## src/rtl/icache_controller.sv

```systemverilog
// Sequencing FSM for the icache: hit/miss lookup, line refill, flush and IF kill.
// Optional perf counters enabled by defining ICACHE_PERF_CNT_EN.
module icache_controller #(
  parameter int unsigned CNT_WIDTH = 32
) (
  input  logic                 clk_i,
  input  logic                 rst_ni,
  input  logic                 if2icache_req_i,
  input  logic                 if2icache_kill_i,
  output logic                 icache2if_ack_o,
  input  logic                 flush_req_i,
  output logic                 flush_ack_o,
  input  logic                 cache_hit_i,
  output logic                 cache_rw_o,
  output logic                 icache_flush_o,
  output logic                 icache2mem_req_o,
  input  logic                 mem2icache_ack_i
`ifdef ICACHE_PERF_CNT_EN
  ,
  output logic [CNT_WIDTH-1:0] hit_cnt_o,
  output logic [CNT_WIDTH-1:0] miss_cnt_o
`endif
);

  typedef enum logic [2:0] {
    IDLE,
    LOOKUP,
    ALLOCATE,
    WRITE,
    FLUSH
  } state_t;

  state_t state;
  logic   kill_pend;

  if (CNT_WIDTH == 0) begin : g_width_check
    $error("icache_controller: CNT_WIDTH must be at least 1");
  end

  always_ff @(posedge clk_i) begin
    if (!rst_ni) begin
      state            <= IDLE;
      kill_pend        <= 1'b0;
      icache2if_ack_o  <= 1'b0;
      flush_ack_o      <= 1'b0;
      cache_rw_o       <= 1'b0;
      icache_flush_o   <= 1'b0;
      icache2mem_req_o <= 1'b0;
    end else begin
      icache2if_ack_o <= 1'b0;
      flush_ack_o     <= 1'b0;
      cache_rw_o      <= 1'b0;
      icache_flush_o  <= 1'b0;
      case (state)
        IDLE: begin
          // A level flush_req is still high while its ack shows; the ack cycle
          // likewise blocks re-accepting the request that was just served.
          if (flush_req_i && !flush_ack_o) begin
            state          <= FLUSH;
            icache_flush_o <= 1'b1;
          end else if (if2icache_req_i && !if2icache_kill_i && !icache2if_ack_o) begin
            state <= LOOKUP;
          end
        end
        LOOKUP: begin
          if (if2icache_kill_i) begin
            state <= IDLE;
          end else if (cache_hit_i) begin
            state           <= IDLE;
            icache2if_ack_o <= 1'b1;
          end else begin
            state            <= ALLOCATE;
            icache2mem_req_o <= 1'b1;
          end
        end
        ALLOCATE: begin
          // The bus transfer cannot be aborted, so a kill is only remembered.
          if (mem2icache_ack_i) begin
            icache2mem_req_o <= 1'b0;
            kill_pend        <= 1'b0;
            if (kill_pend || if2icache_kill_i) begin
              state <= IDLE;
            end else begin
              state      <= WRITE;
              cache_rw_o <= 1'b1;
            end
          end else if (if2icache_kill_i) begin
            kill_pend <= 1'b1;
          end
        end
        WRITE: begin
          state <= if2icache_kill_i ? IDLE : LOOKUP;
        end
        FLUSH: begin
          state       <= IDLE;
          flush_ack_o <= 1'b1;
        end
        default: begin
          state <= IDLE;
        end
      endcase
    end
  end

`ifdef ICACHE_PERF_CNT_EN
  // The LOOKUP that follows a refill is part of the miss, not a separate hit.
  logic refill;

  always_ff @(posedge clk_i) begin
    if (!rst_ni || state == FLUSH) begin
      hit_cnt_o  <= '0;
      miss_cnt_o <= '0;
      refill     <= 1'b0;
    end else begin
      refill <= (state == WRITE);
      if (state == LOOKUP && !if2icache_kill_i) begin
        if (cache_hit_i && !refill && hit_cnt_o != '1) begin
          hit_cnt_o <= hit_cnt_o + 1'b1;
        end
        if (!cache_hit_i && miss_cnt_o != '1) begin
          miss_cnt_o <= miss_cnt_o + 1'b1;
        end
      end
    end
  end
`endif

endmodule

```

## config.mk

```make
export PLATFORM = sky130hd
export DESIGN_NAME = icache_controller
export DESIGN_NICKNAME = d
export VERILOG_FILES = /design/src/rtl/icache_controller.sv
export SDC_FILE = /design/constraint.sdc
export NUM_CORES = 1
export LEC_CHECK = 0
export CAP_MARGIN = 15
export CORE_AREA = 2 2 39 41
export DETAILED_ROUTE_END_ITERATION = 6
export DIE_AREA = 0 0 41 43
export SETUP_SLACK_MARGIN = 0.2
export SKIP_LAST_GASP = 1
export SLEW_MARGIN = 0
export SYNTH_ARGS = -nofsm -noshare
export SYNTH_HDL_FRONTEND = slang
export SYNTH_SLANG_ARGS = --single-unit
```

## constraint.sdc

```tcl
create_clock -name clk_i -period 1.46 [get_ports clk_i]
set_input_delay 0.292 -clock clk_i [delete_from_list [all_inputs] [get_ports clk_i]]
set_output_delay 0.292 -clock clk_i [all_outputs]
set_load 0.03 [all_outputs]
```

; After elaboration in Yosys (flattened, before gate mapping)
; Cells that the tools add are included.
[totals]
out_inout_bits = 5
elab_cells = 51
inputBits = 7
regBits = 9
[classes]
reduce_logical = 16
mux = 18
bitwise_logic = 2
n_eq_ne = 8
[ops]
columns = operator, count
row1 = 3-bit case mux with 4 select lines, 1
row2 = 1-bit 2-to-1 mux, 10
row3 = 3-bit 2-to-1 mux, 3
row4 = 3-bit by 2-bit == test with 1-bit output (second input constant), 2
row5 = 2-bit 2-to-1 mux, 3
row6 = 2-bit inequality test (second input constant), 3
row7 = 2-bit AND reduction, 3
row8 = 4-bit AND reduction, 1
row9 = 2-bit nonzero test, 2
row10 = 3-bit by 1-bit == test with 1-bit output (second input constant), 1
row11 = 3-bit == test (second input constant), 1
row12 = 1-bit logical AND, 3
row13 = 1-bit logical NOT, 3
row14 = 3-bit logical NOT, 1
row15 = 3-bit inequality test (second input constant), 1
row16 = 3-bit AND reduction, 1
row17 = 3-bit OR reduction, 1
row18 = 1-bit NOT, 2
row19 = 1-bit case mux with 2 select lines, 1
row20 = 1-bit logical OR, 1

; Longest topological paths before layout
; Gate-level depths: netlist of the first run.
[depth]
word_depth = 6
depth_mapped = 4
depth_no_buf = 3

; Worst setup path after synthesis of the first run
; OpenSTA, ideal clock, no wires.
[synth_timing]
kind = register to register
start = register icache2if_ack_o
end = register state[1]
n_path_buf = 0
synth_period_minus_slack_ns = 1.279
arrival_time_ns = 1.218
setup_time_ns = 0.061
path_stages_with_launch = 4
required_ns = 1.399
slack_ns = 0.181
path_cell_list = dfxtp_1 or3b_1 a311oi_2 a32o_1
[synth_between]
elab_chain_len = 4
[synth_lines]
columns = element, line_no
row1 = "start, declared", 10  ; output logic icache2if_ack_o,
row2 = "start signal, assigned", 44  ; icache2if_ack_o <= 1'b0;
row3 = "start signal, assigned", 50  ; icache2if_ack_o <= 1'b0;
row4 = "start signal, assigned", 70  ; icache2if_ack_o <= 1'b1;
row5 = 1-bit logical NOT, 61  ; end else if (if2icache_req_i && !if2icache_kill_i && !icache2if_ack_o) begin
row6 = 1-bit logical AND, 61
row7 = 3-bit inequality test (no line), -
row8 = 2-bit AND reduction (no line), -
row9 = "end signal, assigned", 92  ; state <= if2icache_kill_i ? IDLE : LOOKUP;
row10 = "end, declared", 33  ; state_t state;
; No other way between the ends.
; A chain may end at the register's enable or synchronous reset.

; Final worst setup path of the first run
; Ends and elaborated chain as after synthesis.

==> summary.md, run 1 <==
For this run, design rule violations remaining after detail routing come to 0. Summing all placed instances gives a cell area of 554.3 µm². The sequential cells in the finished layout cover a total of 182.7 µm². The region available for standard cell placement spans 1384 µm².

Among all cell types in the netlist, the one instantiated most often is dfxtp_1. The run gives 0.4444 as the share of the yosys chip area belonging to registers. Library cell used as clock root buffer: clkbuf_4. The initial cell density of the core was 0.2929; the highest attainable clock frequency was 810.8 MHz. In the final routed layout, each cell accounts on average for 12.27 µm. The post-route standard cell area excluding fillers came out at 559.3 µm².

Wires add up to 920 µm. The slew of the pin with the lowest slew margin is 0.3105 ns. In the post-synthesis netlist, the biggest area contributors are dfxtp_1, nor3b_1, a32o_1. After filler insertion, the fill cell instance count of the layout stands at 141.

The top-area cell type share of the netlist area was 0.4444. The share of synthesized flip-flops with an asynchronous set or reset was 0. The tools report the max-slew headroom at the worst pin as 0.7927.

The critical path startpoint category is a flop. The biggest area contributor in the post-synthesis netlist is dfxtp_1. The instance count of the mapped netlist came out at 43. The worst path in the final design needs a cycle of 1.233 ns, including I/O delays and setup.

Setup repair after global routing left no endpoint under its margin. The number of DRC markers in iteration 0 was 3. The logs give 0.1156 for the global router's overall resource usage and 0 for the antenna violation net count after detailed routing. The total number of placement rows is 14, and the area taken by multi-input logic gates is 214.0 µm². Once layout is complete, the cells apart from fillers number 75.

For the worst setup path, the data arrival time is 1.44 ns. During I/O placement, the number of pins put on the boundary was 12. The area growth from synthesis to layout is 37.96%. The run gives 0 as the initial antenna violation count. The logs give 0.145 for the share of total power in combinational logic and 0 for the number of warnings printed during yosys synthesis. The tools report the die footprint as 1763 µm².

The synthesized design contains 0 enable-type register cells. After clock tree synthesis, the clock-pin slew on the worst setup and hold paths is 0.06 ns. Setup violations remaining at the end of the flow were counted as 0.

By startpoint and endpoint, the worst setup path is classified as reg -> reg. The clock passes through at most 2 buffers. The tools report the leakage power as 0.0002447 µW. Count of input and output buffers: 11.

For this design the total switching power over the nets is 144.5 µW. The length of the first detailed-routing pass in iterations came out at 3. Counting flops and latches in the post-synthesis netlist gives 9. Type of destination of the critical path: a flop. Entering global routing, the biggest net connects 11 pins.

The distinct cell type count of the synthesized netlist was 21. The total power divided by cell area was 980.2 nW/µm²; the net count reported at finish was 67. The number of placed cells counting well taps is 71. TritonCTS built the clock tree. In this run the worst path has a maximum fanout of 2.

For the H-tree depth reported by CTS, the log shows 1. Synthesis produced a netlist with a net count of 50. The fraction of layout cells with a size suffix above 1 is 0.2881, and the setup slack on the worst flop-to-flop path is 0.23 ns. The switching share of power works out to 0.2637.

Across the VDD grid, the largest voltage drop is 0.0003427 V. The tools report the number of pins exceeding their max-slew limit in the final report as 0. In the synthesized netlist the dominant register cell turns out to be dfxtp_1. Buffers inserted during clock tree synthesis total 3.

The mean post-synth cell area works out to 9.428 µm². The final critical-path share of the clock period works out to 0.8448. The flow ran to the end, and the final reports show no timing, DRC or antenna violations. The sequential share of power is 0.488, and the number of diodes is 0. The tightest min-delay check is of the in -> reg type. In this run the horizontal extent of the chip is 41 µm. Max-cap violations in this run came to 0. The number of global-route vias before repair was 316; the total congestion overflow after global routing was 0.

The run gives 0.002991 ns as the clock skew after layout. By count the netlist is led by dfxtp_1, nor2_1, nor3b_1, and3_1. From bottom edge to top edge, the die measures 43 µm. At the end of routability-driven placement, the weighted congestion stood at 0.7459.

The number of failing hold endpoints at the final stage came out at 0. The tools report the placed wire-length estimate after detailed placement as 654.8 µm. The clock network fraction of design power is 0.367, and the wire length of the first global-routing pass is 1345 µm. The tree built by TritonCTS fans out to 9 sinks. Summing every instance area after synthesis gives 405.4 µm². The internal power consumption is 403.7 µW, and the count of buffers added by post-CTS timing repair for setup is 0. The per-cell via count in the routed design was 4.880; the critical path required time was 1.66 ns. For this block, the via count after detailed routing is 366. The tools report the latest clock arrival within the worst-skew pair as 0.27 ns.
cell usage in the layout, fill, tap and decap left out, drive strengths merged:
cell type      synthesis  routed
a21oi                  1       1
a22oi                  1       1
nand2b                 2       2
nand2                  1       1
a21o                   1       1
and3                   3       3
clkdlybuf4s50          0       4
inv                    1       1
dfxtp                  9       9
a311oi                 1       1
dlygate4sd2            0       2
o21bai                 1       1
or3b                   1       1
nor3b                  4       4
clkbuf                 2       9
nor2                   5       5
nor4b                  1       1
and2b                  1       1
a32o                   2       2
nor2b                  2       2
nor4                   2       2
nand4bb                1       1
buf                    1       4
timing repair:
| item | CTS | global route |
|---|---|---|
| cloned | 0 | 0 |
| endpoints found under the setup margin | 7 | 6 |
| gates resized for setup | 10 | 9 |
| pin swaps | 3 | 3 |
| hold buffers | 0 | 0 |
per-layer routing:
metal  up-vias  track usage  wire (µm)
met5         -            0          0
met3         2      0.03141         25
met4         0      0.08000         14
met1       165       0.1387        440
met2        10       0.1688        439
li1        189            -          -
worst max-delay path: stages, from the launching register on:
cell and delay, ns:
dfxtp_2 0.32, or3b_1 0.36, a311oi_2 0.29, a32o_1 0.20
metrics by stage:
step	hold WS, ns	worst slack, ns	total power (µW)	util	setup TNS [ns]
3_3_place_gp	0.4886	-0.1948	357.6	0.4005	-0.3642
6_report	0.4683	0.2266	548.2	0.4042	0
4_1_cts	0.4724	0.1660	551.5	0.4186	0
2_1_floorplan	0.3693	0.2344	315.3	-	0
5_1_grt	0.4898	0.2032	570.9	0.4042	0
3_5_place_dp	0.5035	-0.2045	356.8	0.4005	-0.3967
final cells by class:
cell class	count	share of cell area
inverters	1	0.006711
flip-flops and latches	9	0.3266
repair buffers	15	0.2013
multi-input cells	30	0.3826
well taps	16	0.03579
clock buffers	4	0.04698
kinds of logic (layout without fill, tap and decap cells):
logic type / count (synthesis) / after routing / synth area share
AO/OA/AOI/OAI: 7 / 7 / 0.1543
AND/OR/NAND/NOR: 23 / 23 / 0.3611
flip-flops: 9 / 9 / 0.4444
buffers and inverters: 4 / 20 / 0.04011
final timing paths:
| check | start | cells past startpoint | end |
|---|---|---|---|
| setup / recovery | icache2if_ack_o | 3 | state[1] |
| hold / removal | if2icache_kill_i | 3 | cache_rw_o |
| setup reg to reg | icache2if_ack_o | 3 | state[1] |
| hold reg to reg | kill_pend | 1 | cache_rw_o |
sequential cells by signal (all words and copies together), names as in the netlist:
signal / cells
icache2mem_req_o: 1
icache_flush_o: 1
cache_rw_o: 1
kill_pend: 1
flush_ack_o: 1
icache2if_ack_o: 1
state: 3
power groups by stage:
stage          logic [µW]  clock network (µW)  registers (µW)
6_report             79.4                 201             268
4_1_cts              80.7                 204             267
3_5_place_dp         84.3                   0             272
3_3_place_gp         85.0                   0             273
2_1_floorplan        43.6                   0             272
5_1_grt              85.3                 216             270
No activity file was read; power rests on OpenSTA's default activity.
==> run 2: changes to the inputs <==
clock period = 1.1 ns   (was 1.46 ns; I/O delays follow)
==> summary.md, run 2 (synthesized netlist as in run 1, its figures left out) <==
The setup path with the least slack is of type reg -> reg. Once detail routing completed, the nets flagged for antenna violations numbered 0. The checks that failed: setup timing. Derived from the worst setup path, the maximum achievable clock frequency is 826.7 MHz. The run gives 126 as the number of fill cells. Most common cell after layout, fill and taps aside: buf_4.

The tools report the die footprint as 1763 µm². In this run the critical register-to-register path is captured at state[1]. Length of the first detailed-routing pass in iterations: 3.

The clock net in this run drives a total of 9 sinks. The number of pins exceeding their max-slew limit in the final report came out at 0. In the final timing run, aggregate negative setup slack is -0.2507 ns. Clock skew after layout: 0.003354 ns. The worst setup path is captured at a flop. The fraction of layout cells with a size suffix above 1 works out to 0.5224.

Subtracting the final worst setup slack from the clock period gives 1.210 ns. The smallest hold slack was 0.3177 ns; the hold path depth was 2. The number of DRC markers in iteration 0 came out at 5.

The post-detailed-route wirelength per cell was 11.55 µm. The residual DRC count was 0. The run gives 411 as the number of vias after detailed routing. The max-slew headroom at the worst pin is 0.8420, and the sum of internal, switching and leakage power is 760.5 µW. Setup violations remaining at the end of the flow were counted as 3. The top register by number of flip-flops was state. The share of the core filled with cells in the final layout came out at 0.5136.

The tools report the wire length of the first global-routing pass as 1538 µm. During placement, the flow inserted port buffers numbering 11. For hold timing, the worst endpoint is icache2mem_req_o.

The maximum fanout count along the critical path came out at 2. The total net switching power is 193.8 µW. The worst setup path is launched from a flop. The clock network fraction of design power is 0.335.

Leakage power: 0.0003156 µW. The final critical-path share of the clock period works out to 1.100. TritonCTS built the clock tree.

The die is 43 µm tall. Compared with the post-synthesis result, the final layout area differs by 75.31%. The tools report the total congestion overflow after global routing as 0. The number of diodes came out at 0. The internal portion of the total power is 566.7 µW. The flow ran to the end, but the final reports show violations. After floorplanning, the core was divided into 14 placement rows. OpenSTA, run right after detailed placement, puts the worst setup slack at -0.5156 ns. The logs give 0.1394 for the global router's overall resource usage and 12 for the total I/O pin count. The worst endpoint data arrival time came out at 1.41 ns.

Clock tree synthesis inserted a total of 3 buffers. In this run the worst hold path is classified as in -> reg. The top cell types in the final layout, fill and taps aside, are buf_4, dfxtp_2, buf_6, nor2_1. The routed design has 959 µm of wire.

In the routed layout, each cell is associated on average with a via count of 4.952. Once detailed placement completed, the half-perimeter wirelength came to 671.1 µm. The later pin in the worst-skew pair is clocked with a latency of 0.26 ns.

The number of failing hold endpoints at the final stage came out at 0. The logs give 0.196 for the share of total power in combinational logic and 1384 µm² for the area of the placeable core. For the worst flop-to-flop path, the logic depth is 3. The register with the most flip-flops in the layout has 3 of them. Routability-driven placement finished with a final weighted congestion of 0.7295.

The final critical-path setup slack is -0.1096 ns, and the switching share of power is 0.2548. Maximum clock insertion buffer count: 2. Setup repair after global routing could not meet its margin everywhere.

Initial cell density of the core: 0.2929. For flop-to-flop paths, the worst setup slack is -0.11 ns. CTS placed an instance of clkbuf_4 at the clock tree root. Critical path required time: 1.30 ns. IR analysis of the VDD net gives a maximum drop of 0.0004632 V.

In this run the most critical hold path is launched from rst_ni. The number of global-route vias before repair was 352; the slew of the pin with the lowest slew margin was 0.2361 ns. The sequential share of power is 0.469. Clock-pin slew was measured on the worst setup and hold paths at 0.06 ns. Entering global routing, the biggest net connects 11 pins.

The startpoint identified for the worst register-to-register timing path is icache2if_ack_o. The logs give 75 for the net count reported at finish and 0 for the initial antenna violation count. The x dimension of the die was 41 µm; the total power divided by cell area was 1070 nW/µm². The logs give 1 for the H-tree depth reported by CTS and 0 for the max-cap check violation count.
-- run 2: critical path, stage by stage, from the launching register on --
cell	delay, ns
dfxtp_4	0.34
or3b_1	0.36
a311oi_2	0.26
a32o_1	0.19
-- run 2: power groups by stage --
stage	logic [µW]	clock network [µW]	registers, µW
final	149	255	357
after CTS	133	264	354
after global routing	161	290	360
after detailed placement	122	0	358
after floorplan	63.4	0	359
after global placement	124	0	358
-- run 2: what timing repair did --
item / CTS / global route
endpoints found under the hold margin: 0 / 0
hold buffers: 0 / 0
buffers inserted: 2 / 1
gates resized for setup: 17 / 7
pin swaps: 3 / 3
endpoints found under the setup margin: 13 / 14
-- run 2: worst max-delay path by stage --
stage / startpoint / to / slack, ns / cells past startpoint
6_report: icache2if_ack_o / state[1] / -0.11 / 3
2_1_floorplan: icache2if_ack_o / state[1] / -0.1 / 3
4_1_cts: icache2if_ack_o / state[1] / -0.15 / 3
3_3_place_gp: if2icache_kill_i / state[1] / -0.49 / 4
5_1_grt: icache2if_ack_o / state[1] / -0.17 / 3
3_5_place_dp: if2icache_kill_i / state[1] / -0.52 / 4
-- run 2: stage by stage --
step,cell area (µm²),std cells
after detailed placement,581.8,76
final,710.7,83
after global routing,710.7,83
after CTS,661.9,82
after floorplan,420.4,43
after global placement,581.8,76
-- run 2: layout make-up --
type / count / area [µm²] / share of cell area
timing repair buffer: 23 / 209.0 / 0.2940
inverter: 1 / 3.754 / 0.005282
tap: 16 / 20.02 / 0.02817
multi-input combinational: 30 / 260.3 / 0.3662
sequential: 9 / 191.4 / 0.2694
clock buffer: 4 / 26.28 / 0.03697
-- run 2: routing by layer --
metal,global-route usage,share of wire
met4,0.1200,0.035
met3,0.06283,0.038
met1,0.1699,0.46
met5,0,0
met2,0.1750,0.46
